<file path="config.mk">
export PLATFORM = sky130hd
export DESIGN_NAME = stage_sequencer
export DESIGN_NICKNAME = d
export VERILOG_FILES = /design/src/rtl/stage_sequencer.sv
export SDC_FILE = /design/constraint.sdc
export NUM_CORES = 1
export LEC_CHECK = 0
export CAP_MARGIN = 25
export CORE_MARGIN = 2
export CORE_UTILIZATION = 30
export CTS_BUF_LIST = sky130_fd_sc_hd__clkbuf_16
export CTS_CLUSTER_SIZE = 28
export DETAILED_ROUTE_END_ITERATION = 8
export SLEW_MARGIN = 20
export SYNTH_ARGS = -nofsm -noshare
export SYNTH_HDL_FRONTEND = slang
export SYNTH_SLANG_ARGS = --single-unit
</file>
<file path="constraint.sdc">
create_clock -name clk -period 4.56 [get_ports clk]
set_input_delay 0.912 -clock clk [delete_from_list [all_inputs] [get_ports clk]]
set_output_delay 0.912 -clock clk [all_outputs]
set_load 0.01 [all_outputs]
</file>
<file path="src/rtl/stage_sequencer.sv">
// stage_sequencer
//   Multi-cycle phase sequencer for the 8-bit RISC core. It walks each instruction
//   through fetch, decode, execute, memory and writeback and drives one-hot phase
//   enables into the datapath. It provides:
//     - run and single-step control;
//     - a memory-ready handshake with timeout;
//     - halt handling;
//     - a retired-instruction counter.
//
//   Ports
//     clk        in   system clock, rising edge
//     rst        in   asynchronous active-low reset
//     run        in   level, free-running execution
//     step       in   one-cycle pulse, run one instruction from IDLE while run=0
//     ir_halt    in   decoded HALT opcode, sampled in ID
//     ir_mem     in   instruction uses data memory, sampled in ID
//     ir_wb      in   instruction writes the register file, sampled in ID
//     mem_ready  in   memory handshake, sampled in IF and MEM only
//     clr_err    in   leaves ERR
//     en_if/en_id/en_ex/en_mem/en_wb
//                out  one-hot phase enables
//     mem_req    out  high in IF and MEM
//     busy       out  high in IF, ID, EX, MEM and WB
//     halted     out  high in HALT
//     err        out  high in ERR
//     instr_cnt  out  retired-instruction count, wraps
//     state      out  state code for debug
//
//   state | meaning
//   ------+--------------------------------------------------------
//   IDLE  | waiting for run or a step pulse
//   IF    | instruction fetch, waits for mem_ready
//   ID    | decode, latches the instruction class flags
//   EX    | execute
//   MEM   | data memory access, waits for mem_ready
//   WB    | register file writeback
//   HALT  | HALT opcode decoded, only reset leaves
//   ERR   | memory did not answer in time, clr_err leaves
`timescale 1ns/1ps

module stage_sequencer #(
    parameter int MEM_TIMEOUT = 15,
    parameter int CNT_W       = 16
) (
    input  logic             clk,
    input  logic             rst,
    input  logic             run,
    input  logic             step,
    input  logic             ir_halt,
    input  logic             ir_mem,
    input  logic             ir_wb,
    input  logic             mem_ready,
    input  logic             clr_err,
    output logic             en_if,
    output logic             en_id,
    output logic             en_ex,
    output logic             en_mem,
    output logic             en_wb,
    output logic             mem_req,
    output logic             busy,
    output logic             halted,
    output logic             err,
    output logic [CNT_W-1:0] instr_cnt,
    output logic [2:0]       state
);

    // The wait timer counts down the remaining tolerated not-ready cycles.
    // It is reloaded on every state change, so it counts consecutive stalls only.
    localparam int WAIT_W = (MEM_TIMEOUT > 1) ? $clog2(MEM_TIMEOUT) : 1;
    localparam logic [WAIT_W-1:0] WAIT_LOAD = WAIT_W'(MEM_TIMEOUT - 1);

    typedef enum logic [2:0] {
        S_IDLE = 3'd0,
        S_IF   = 3'd1,
        S_ID   = 3'd2,
        S_EX   = 3'd3,
        S_MEM  = 3'd4,
        S_WB   = 3'd5,
        S_HALT = 3'd6,
        S_ERR  = 3'd7
    } state_t;

    state_t            cur_state;
    state_t            nxt_state;
    logic [WAIT_W-1:0] wait_left;
    logic              wait_done;
    logic              step_mode;
    logic              flag_mem;
    logic              flag_wb;
    logic              eoi;

    always_comb begin
        nxt_state = cur_state;
        eoi       = 1'b0;
        wait_done = (wait_left == '0);
        case (cur_state)
            S_IDLE: if (run || step) nxt_state = S_IF;
            S_IF: begin
                if (mem_ready)      nxt_state = S_ID;
                else if (wait_done) nxt_state = S_ERR;
            end
            S_ID:   nxt_state = ir_halt ? S_HALT : S_EX;
            S_EX: begin
                if (flag_mem)     nxt_state = S_MEM;
                else if (flag_wb) nxt_state = S_WB;
                else              eoi = 1'b1;
            end
            S_MEM: begin
                if (mem_ready) begin
                    if (flag_wb) nxt_state = S_WB;
                    else         eoi = 1'b1;
                end else if (wait_done) begin
                    nxt_state = S_ERR;
                end
            end
            S_WB:   eoi = 1'b1;
            S_HALT: nxt_state = S_HALT;
            S_ERR:  if (clr_err) nxt_state = S_IDLE;
            default: nxt_state = S_IDLE;
        endcase
        // A single-stepped instruction always returns to IDLE.
        if (eoi) nxt_state = (run && !step_mode) ? S_IF : S_IDLE;
    end

    // Outputs are registered from the next state, so they equal a Moore decode
    // of the state register without any combinational path to the pins.
    always_ff @(posedge clk or negedge rst) begin
        if (!rst) begin
            cur_state <= S_IDLE;
            wait_left <= '0;
            step_mode <= 1'b0;
            flag_mem  <= 1'b0;
            flag_wb   <= 1'b0;
            instr_cnt <= '0;
            en_if     <= 1'b0;
            en_id     <= 1'b0;
            en_ex     <= 1'b0;
            en_mem    <= 1'b0;
            en_wb     <= 1'b0;
            mem_req   <= 1'b0;
            busy      <= 1'b0;
            halted    <= 1'b0;
            err       <= 1'b0;
            state     <= 3'd0;
        end else begin
            cur_state <= nxt_state;

            // wait_left cannot underflow: at zero a further stall leaves for ERR,
            // which reloads it.
            if (nxt_state != cur_state) begin
                wait_left <= WAIT_LOAD;
            end else if ((cur_state == S_IF || cur_state == S_MEM) && !mem_ready) begin
                wait_left <= wait_left - WAIT_W'(1);
            end

            if (cur_state == S_IDLE && nxt_state == S_IF) begin
                step_mode <= ~run;
            end else if (eoi) begin
                step_mode <= 1'b0;
            end

            if (cur_state == S_ID) begin
                flag_mem <= ir_mem;
                flag_wb  <= ir_wb;
            end

            if (eoi) instr_cnt <= instr_cnt + CNT_W'(1);

            en_if   <= (nxt_state == S_IF);
            en_id   <= (nxt_state == S_ID);
            en_ex   <= (nxt_state == S_EX);
            en_mem  <= (nxt_state == S_MEM);
            en_wb   <= (nxt_state == S_WB);
            mem_req <= (nxt_state == S_IF) || (nxt_state == S_MEM);
            busy    <= (nxt_state == S_IF) || (nxt_state == S_ID) || (nxt_state == S_EX) ||
                       (nxt_state == S_MEM) || (nxt_state == S_WB);
            halted  <= (nxt_state == S_HALT);
            err     <= (nxt_state == S_ERR);
            state   <= nxt_state;
        end
    end

endmodule

</file>
# Yosys cells after proc, flatten, opt, wreduce, memory -nomap -nowiden
# Cells that the tools add are included.
# classes
n_bitwise	1
add_sub_neg	2
eq_ne	15
reduce_logical	16
muxes	19
# ops
op	n
$mux W3	9
$eq A3 B3 Y1 const B	8
$pmux W3 S7	1
$add A16 B1 Y16 const B	1
$eq A3 B2 Y1 const B	4
$mux W4	2
$logic_or A1 B1 Y1	7
$eq A3 B1 Y1 const B	2
$mux W1	6
$logic_not A4 Y1	1
$reduce_bool A2 Y1	2
$sub A4 B1 Y4 const B	1
$logic_and A1 B1 Y1	3
$logic_not A3 Y1	1
$ne A3 B3 Y1	1
$pmux W1 S3	1
$logic_not A1 Y1	2
$not A1 Y1	1
# totals
elab_cells	68
register_bits	35
in_bits	9
output_inout_bits	28

# Longest topological paths before layout
# Gate-level depths: netlist of the first run.
# depth
depth_word	10
ltp_mapped	8
mapped_depth_nobuf	8

# Worst setup path before layout of the first run
# OpenSTA, ideal clock, no wires.
# synth_timing
path_kind	input port to flip-flop
start	input mem_ready
end	register wait_left[1]
required_ps	4433
path_stages	5
arrival_ps	1959
n_path_buf	0
path_slack_ps	2473
setup_ps	127
path_cell_list	a21oi_2 -> o21a_1 -> o2111ai_2 -> a2111oi_2 -> nand2_1
# synth_between
elab_chain_cells	5
word_cells_on_any_way	11
cone_classes	1 x eq/ne; 7 x mux; 3 x reduce/logical
# synth_rtl
element	line_no	rtl
from (decl)	52	input logic mem_ready,
$mux W3, or another cell as far along	109	if (mem_ready) begin
$pmux W3 S7 / $pmux W1 S3 (equally long branches)	96	case (cur_state)
$mux W3	122	if (eoi) nxt_state = (run && !step_mode) ? S_IF : S_IDLE;
$ne A3 B3 Y1	150	if (nxt_state != cur_state) begin
$mux W4 / $reduce_bool A2 Y1 (equally long branches)	-	
to (signal assigned)	153	wait_left <= wait_left - WAIT_W'(1);
to (decl)	85	logic [WAIT_W-1:0] wait_left;
# Several ways; a longest one is shown, not always the timed one.
# A chain may end at the register's enable or synchronous reset.

==> impl_metrics.ini, run 1 <==
[global_route]
grt_pass1_wl_um = 6624
grt_pass1_vias = 1364
antenna_found_initial = 0
grt_usage_pct = 12.96
grt_start_max_net_pins = 36
globalRouteOverflowTotal = 0

[setup_path]
slowest_delay_ns = 0.84
required_ns = 3.65
cp.depth = 1
worstPathCellList = clkdlybuf4s50_1
endpoint = state[1]
critPathTopFamily = flip-flops
r2r_cells = 6
cp.arrival_ns = 1.80
cp-end-kind = output port
path_max_fanout = 22
critPathLaunch = cur_state[1]
reg2reg_to = en_mem
rrSetupSlack_ns = 2.23
cp-start-kind = register
critPathBufInv = 1
crit_type = register to output port
r2r_start = cur_state[1]
slowest_stage = dfrtp_1

[detailed_routing]
firstDrtPassIters = 4
drt_iter0_markers = 53
dr_total_vias = 1347
drc = 0
viasPerCell = 4.743
wl_um = 3961
antenna_left = 0
avgRoutedWirePerCell_um = 13.95

[sta]
tns_ns = 0
tightest_slew_ns = 0.7777
fin_crit_sh_pct = 59.37
relSlewSlack_pct = 48.15
clock_skew_ns = 0.003730
min_period_ns = 2.707
hold_slack_ns = 0.4799
hold_viol = 0
slew_viol_final = 0
setup_viol = 0
fmax_mhz = 369.4
rsz0062_at_grt = false

[final_layout]
regMostFlops = instr_cnt
drive_above_1_share_pct = 14.83
multi_input_area_um2 = 900.9
n_antenna_cell = 0
area_delta_synth_final_pct = 30.25
largestRegisters = instr_cnt: 16 flops, wait_left: 4 flops, cur_state: 3 flops
seq_area_um2 = 875.8
final_util_pct = 40.53
fillCellCount = 596
nNetsFinal = 219
largest_reg_flops = 16

[floorplanning]
start_util_pct = 31.11
pin_count = 37
dieWidth_um = 82.59
num_rows = 28
core_um2 = 5956
dieArea_um2 = 6821
die_h_um = 82.59

[logic_synthesis]
async_flop_share_pct = 100.0
synth.ff_latch_count = 35
syn-cell-area_um2 = 1853
synth.yosys.seq_area_share_pct = 47.27
syn_nets = 180
synth_cells = 169
synthFlopType = dfrtp_1
avgSynthCellArea_um2 = 10.96
synth_cell_types = 55
yosys_warnings = 0
synth_edf_count = 0

[outcome]
status = completed

[placed_design]
gp_congestion = 0.7988
numPortBuffers = 36
hpwl_um = 2845

[clock_tree]
cts_max_level = 2
cts.clk_slew.worst_paths_ns = 0.06
clock_sinks = 35
cts_made_buffers = 5
hold_buffers = 0
cts.repair.resized = 0
cts-root-buf = clkbuf_16
cts.path.max_buffers = 2
cts_setup_buffers = 0
clkLatencyLatePin_ns = 0.28
cts_tree = built

[power]
p_leak_nw = 1.014
peakVddDrop_mv = 0.2704
p_per_area_nw_per_um2 = 609.1

[hold_path]
hold_path.class = register to register

[flow_run]
drv_cap = 0
[worst min path at each step]
stage | startpoint | endpoint | cells past startpoint
2_1_floorplan | instr_cnt[15] | instr_cnt[15] | 1
3_3_place_gp | instr_cnt[15] | instr_cnt[15] | 1
3_5_place_dp | instr_cnt[15] | instr_cnt[15] | 1
4_1_cts | instr_cnt[15] | instr_cnt[15] | 1
5_1_grt | instr_cnt[15] | instr_cnt[15] | 1
6_report | instr_cnt[15] | instr_cnt[15] | 1
[cell usage in the layout, fill, tap and decap left out, drive strengths merged, types with 2 or more instances in the layout]
master         count
nand2             15
and2               2
clkdlybuf4s50     36
nand2b             4
a2111oi            2
and2b              2
o311ai             3
mux2               2
nor2              11
and4               2
o21ai              3
nor3b              2
or3                2
and3               3
dfrtp             35
ha                 2
xnor2             14
a21oi              4
inv                8
clkbuf             5
clkinvlp           2
xor2               6
o2111ai            2
a22oi              2
nor2b              2
nand4              3
nand3              9
nor3              11
[through the flow]
| stage | total power [W] | instances | area, µm² | worst slack [ns] |
|---|---|---|---|---|
| 6_report | 0.001470 | 284 | 2414 | 1.853 |
| 3_3_place_gp | 0.001141 | 276 | 2268 | 1.578 |
| 2_1_floorplan | 0.0009518 | 169 | 1853 | 2.473 |
| 4_1_cts | 0.001487 | 284 | 2414 | 1.840 |
| 3_5_place_dp | 0.001147 | 276 | 2268 | 1.547 |
| 5_1_grt | 0.001580 | 284 | 2414 | 1.613 |
[routing by layer]
layer	GRT usage, %	part of all wire (%)
met1	17.36	49
met2	19.92	46
met3	3.478	3.0
met4	5.082	1.4
met5	0	0
[cell families (layout without fill, tap and decap cells)]
family                   Yosys count  in the layout  share of synthesized area [%]
AND/OR/NAND/NOR                   73             73                          23.36
flip-flops                        35             35                          47.27
AO/OA/AOI/OAI                     23             23                          12.29
XOR/XNOR                          20             20                          9.858
buffers and inverters             13             53                          4.119
multiplexers                       3              3                          1.756
adder cells (fa/ha/maj)            2              2                          1.350
[cell type report]
| class | count | share of cell area (%) |
|---|---|---|
| Clock inverter | 3 | 0.8294 |
| Multi-Input combinational cell | 121 | 37.33 |
| Timing Repair Buffer | 37 | 15.24 |
| Tap cell | 75 | 3.888 |
| Inverter | 8 | 1.244 |
| Sequential cell | 35 | 36.29 |
| Clock buffer | 5 | 5.184 |
[cell usage after synthesis (3+ instances only)]
library cell / number / area (µm²)
dfrtp_1: 35 / 875.8
nand2_1: 15 / 56.30
xnor2_1: 13 / 113.9
nor2_1: 11 / 41.29
nor3_1: 10 / 50.05
inv_1: 8 / 30.03
nand3_1: 8 / 40.04
xor2_1: 6 / 52.55
a21oi_1: 3 / 15.01
buf_6: 3 / 33.78
nand2b_1: 3 / 18.77
[where the power goes]
group | internal (W) | switching [W] | total (W)
Sequential | 0.000389 | 0.000120 | 0.000509
Combinational | 0.000321 | 0.000308 | 0.000629
Clock | 0.000201 | 0.000131 | 0.000332
Total | 0.000911 | 0.000559 | 0.00147
Power figures use the tool's default switching activity.
==> run 2, diff against run 1 <==
Clock period 4.56 ns to 2.8 ns, I/O delays scaled along.
==> impl_metrics.ini, run 2 (synthesized netlist as in run 1, its figures left out) <==
[outcome]
status = completed

[power]
seqPwrFrac_pct = 32.3
internal_power_w = 0.001666
p_per_area_nw_per_um2 = 1042
p_sw_w = 0.0008980
total_power_w = 0.002563
p_sw_share_pct = 35.03
pwr-share-clk_pct = 27.8
p_leak_nw = 1.038
peakVddDrop_mv = 0.4641
power.share.combinational_pct = 39.9

[clock_tree]
hold_buffers = 0
cts_setup_buffers = 0
cts_made_buffers = 5
cts.path.max_buffers = 2
cts.repair.resized = 0
cts-root-buf = clkbuf_16
cts_tree = built
clock_sinks = 35
clkLatencyLatePin_ns = 0.27
cts_max_level = 2
cts.clk_slew.worst_paths_ns = 0.06

[sta]
relSlewSlack_pct = 50.49
fin_crit_sh_pct = 83.58
slew_viol_final = 0
rsz0062_at_grt = false
min_period_ns = 2.340
tightest_slew_ns = 0.7426
hold_viol = 0
tns_ns = 0
setup_viol = 0
fmax_mhz = 427.3
clock_skew_ns = 0.004465

[global_route]
grt_start_max_net_pins = 36
globalRouteOverflowTotal = 0
grt_pass1_vias = 1339
antenna_found_initial = 0
grt_pass1_wl_um = 6389
grt_usage_pct = 12.29

[detailed_routing]
dr_total_vias = 1326
wl_um = 3828
drc = 0
antenna_left = 0
firstDrtPassIters = 4
drt_iter0_markers = 39
avgRoutedWirePerCell_um = 13.48
viasPerCell = 4.669

[setup_path]
required_ns = 2.95
r2r_start = cur_state[1]
crit_type = primary input to register
reg2reg_to = wait_left[1]
r2r_cells = 6
cp-start-kind = primary input
path_max_fanout = 8
rrSetupSlack_ns = 0.49
cp-end-kind = register
cp.arrival_ns = 2.49

[final_layout]
n_antenna_cell = 0
area_delta_synth_final_pct = 32.82
largest_reg_flops = 16
final_cell_mix = clkdlybuf4s50_1 (36), dfrtp_1 (35), nand2_1 (15), xnor2_1 (13), nor2_1 (11)
fin_area_um2 = 2461
nNetsFinal = 219
largestRegisters = instr_cnt: 16 flops, wait_left: 4 flops, cur_state: 3 flops
regMostFlops = instr_cnt
drive_above_1_share_pct = 14.83
final_common_cell = clkdlybuf4s50_1

[floorplanning]
dieWidth_um = 82.59
die_h_um = 82.59
dieArea_um2 = 6821
num_rows = 28
start_util_pct = 31.11
pin_count = 37
core_um2 = 5956

[hold_path]
hp-start = instr_cnt[15]
hold_path.class = register to register
whs_path_depth = 1
hold_path_end = instr_cnt[15]

[placed_design]
gp_congestion = 0.7906
numPortBuffers = 36
placed_area_um2 = 2268
hpwl_um = 2857

[flow_run]
drv_cap = 0
## run 2: cell count changes in the layout (fill, tap and decap cells not counted)
cell,previous run,this run
bufinv_16,0,2
clkinv_2,1,0
clkinvlp_4,2,1
## run 2: layout make-up
| type | count | area [µm²] |
|---|---|---|
| fill | 583 | 3495 |
| tap | 75 | 93.84 |
| sequential | 35 | 875.8 |
| clock buffer | 5 | 125.1 |
| multi-input combinational | 121 | 900.9 |
| timing repair buffer | 37 | 367.9 |
| clock inverter | 3 | 67.56 |
| inverter | 8 | 30.03 |
## run 2: critical path, stage by stage
cell	delay (ns)
clkdlybuf4s50_1	0.56
a21oi_2	0.26
o21a_1	0.36
o2111ai_2	0.27
a2111oi_2	0.40
nand2_1	0.09
## run 2: power groups by stage
stage	clock network (W)	registers, W	logic [W]
2_1_floorplan	0	0.000784	0.000766
3_3_place_gp	0	0.000840	0.00102
3_5_place_dp	0	0.000834	0.00103
4_1_cts	0.000720	0.000828	0.00104
5_1_grt	0.000746	0.000858	0.00113
6_report	0.000713	0.000827	0.00102
## run 2: metal layers
metal	up-vias	track usage, %	part of all wire, %	wire length [µm]
li1	670	-	-	-
met1	632	16.80	49	1872
met2	19	19.44	47	1799
met3	5	2.826	2.7	104
met4	0	3.607	1.3	51
met5	-	0	0	0
## run 2: worst max path at each step
| stage | from | endpoint | slack, ns | cells past startpoint |
|---|---|---|---|---|
| final | mem_ready | wait_left[1] | 0.46 | 6 |
| after global routing | mem_ready | en_mem | 0.26 | 7 |
| after CTS | mem_ready | wait_left[1] | 0.43 | 6 |
| after detailed placement | mem_ready | wait_left[1] | 0.15 | 6 |
| after global placement | mem_ready | wait_left[1] | 0.17 | 6 |
| after floorplan | wait_left[0] | wait_left[1] | 0.88 | 8 |
## run 2: through the flow
step | worst slack, ns | hold WS, ns | util [%] | cells
detailed placement | 0.1520 | 0.4665 | 38.09 | 276
global route | 0.2596 | 0.5083 | 41.32 | 284
floorplan | 0.8816 | 0.2644 | - | 169
finish | 0.4598 | 0.4723 | 41.32 | 284
global placement | 0.1663 | 0.4643 | 38.09 | 276
CTS | 0.4258 | 0.4741 | 41.32 | 284
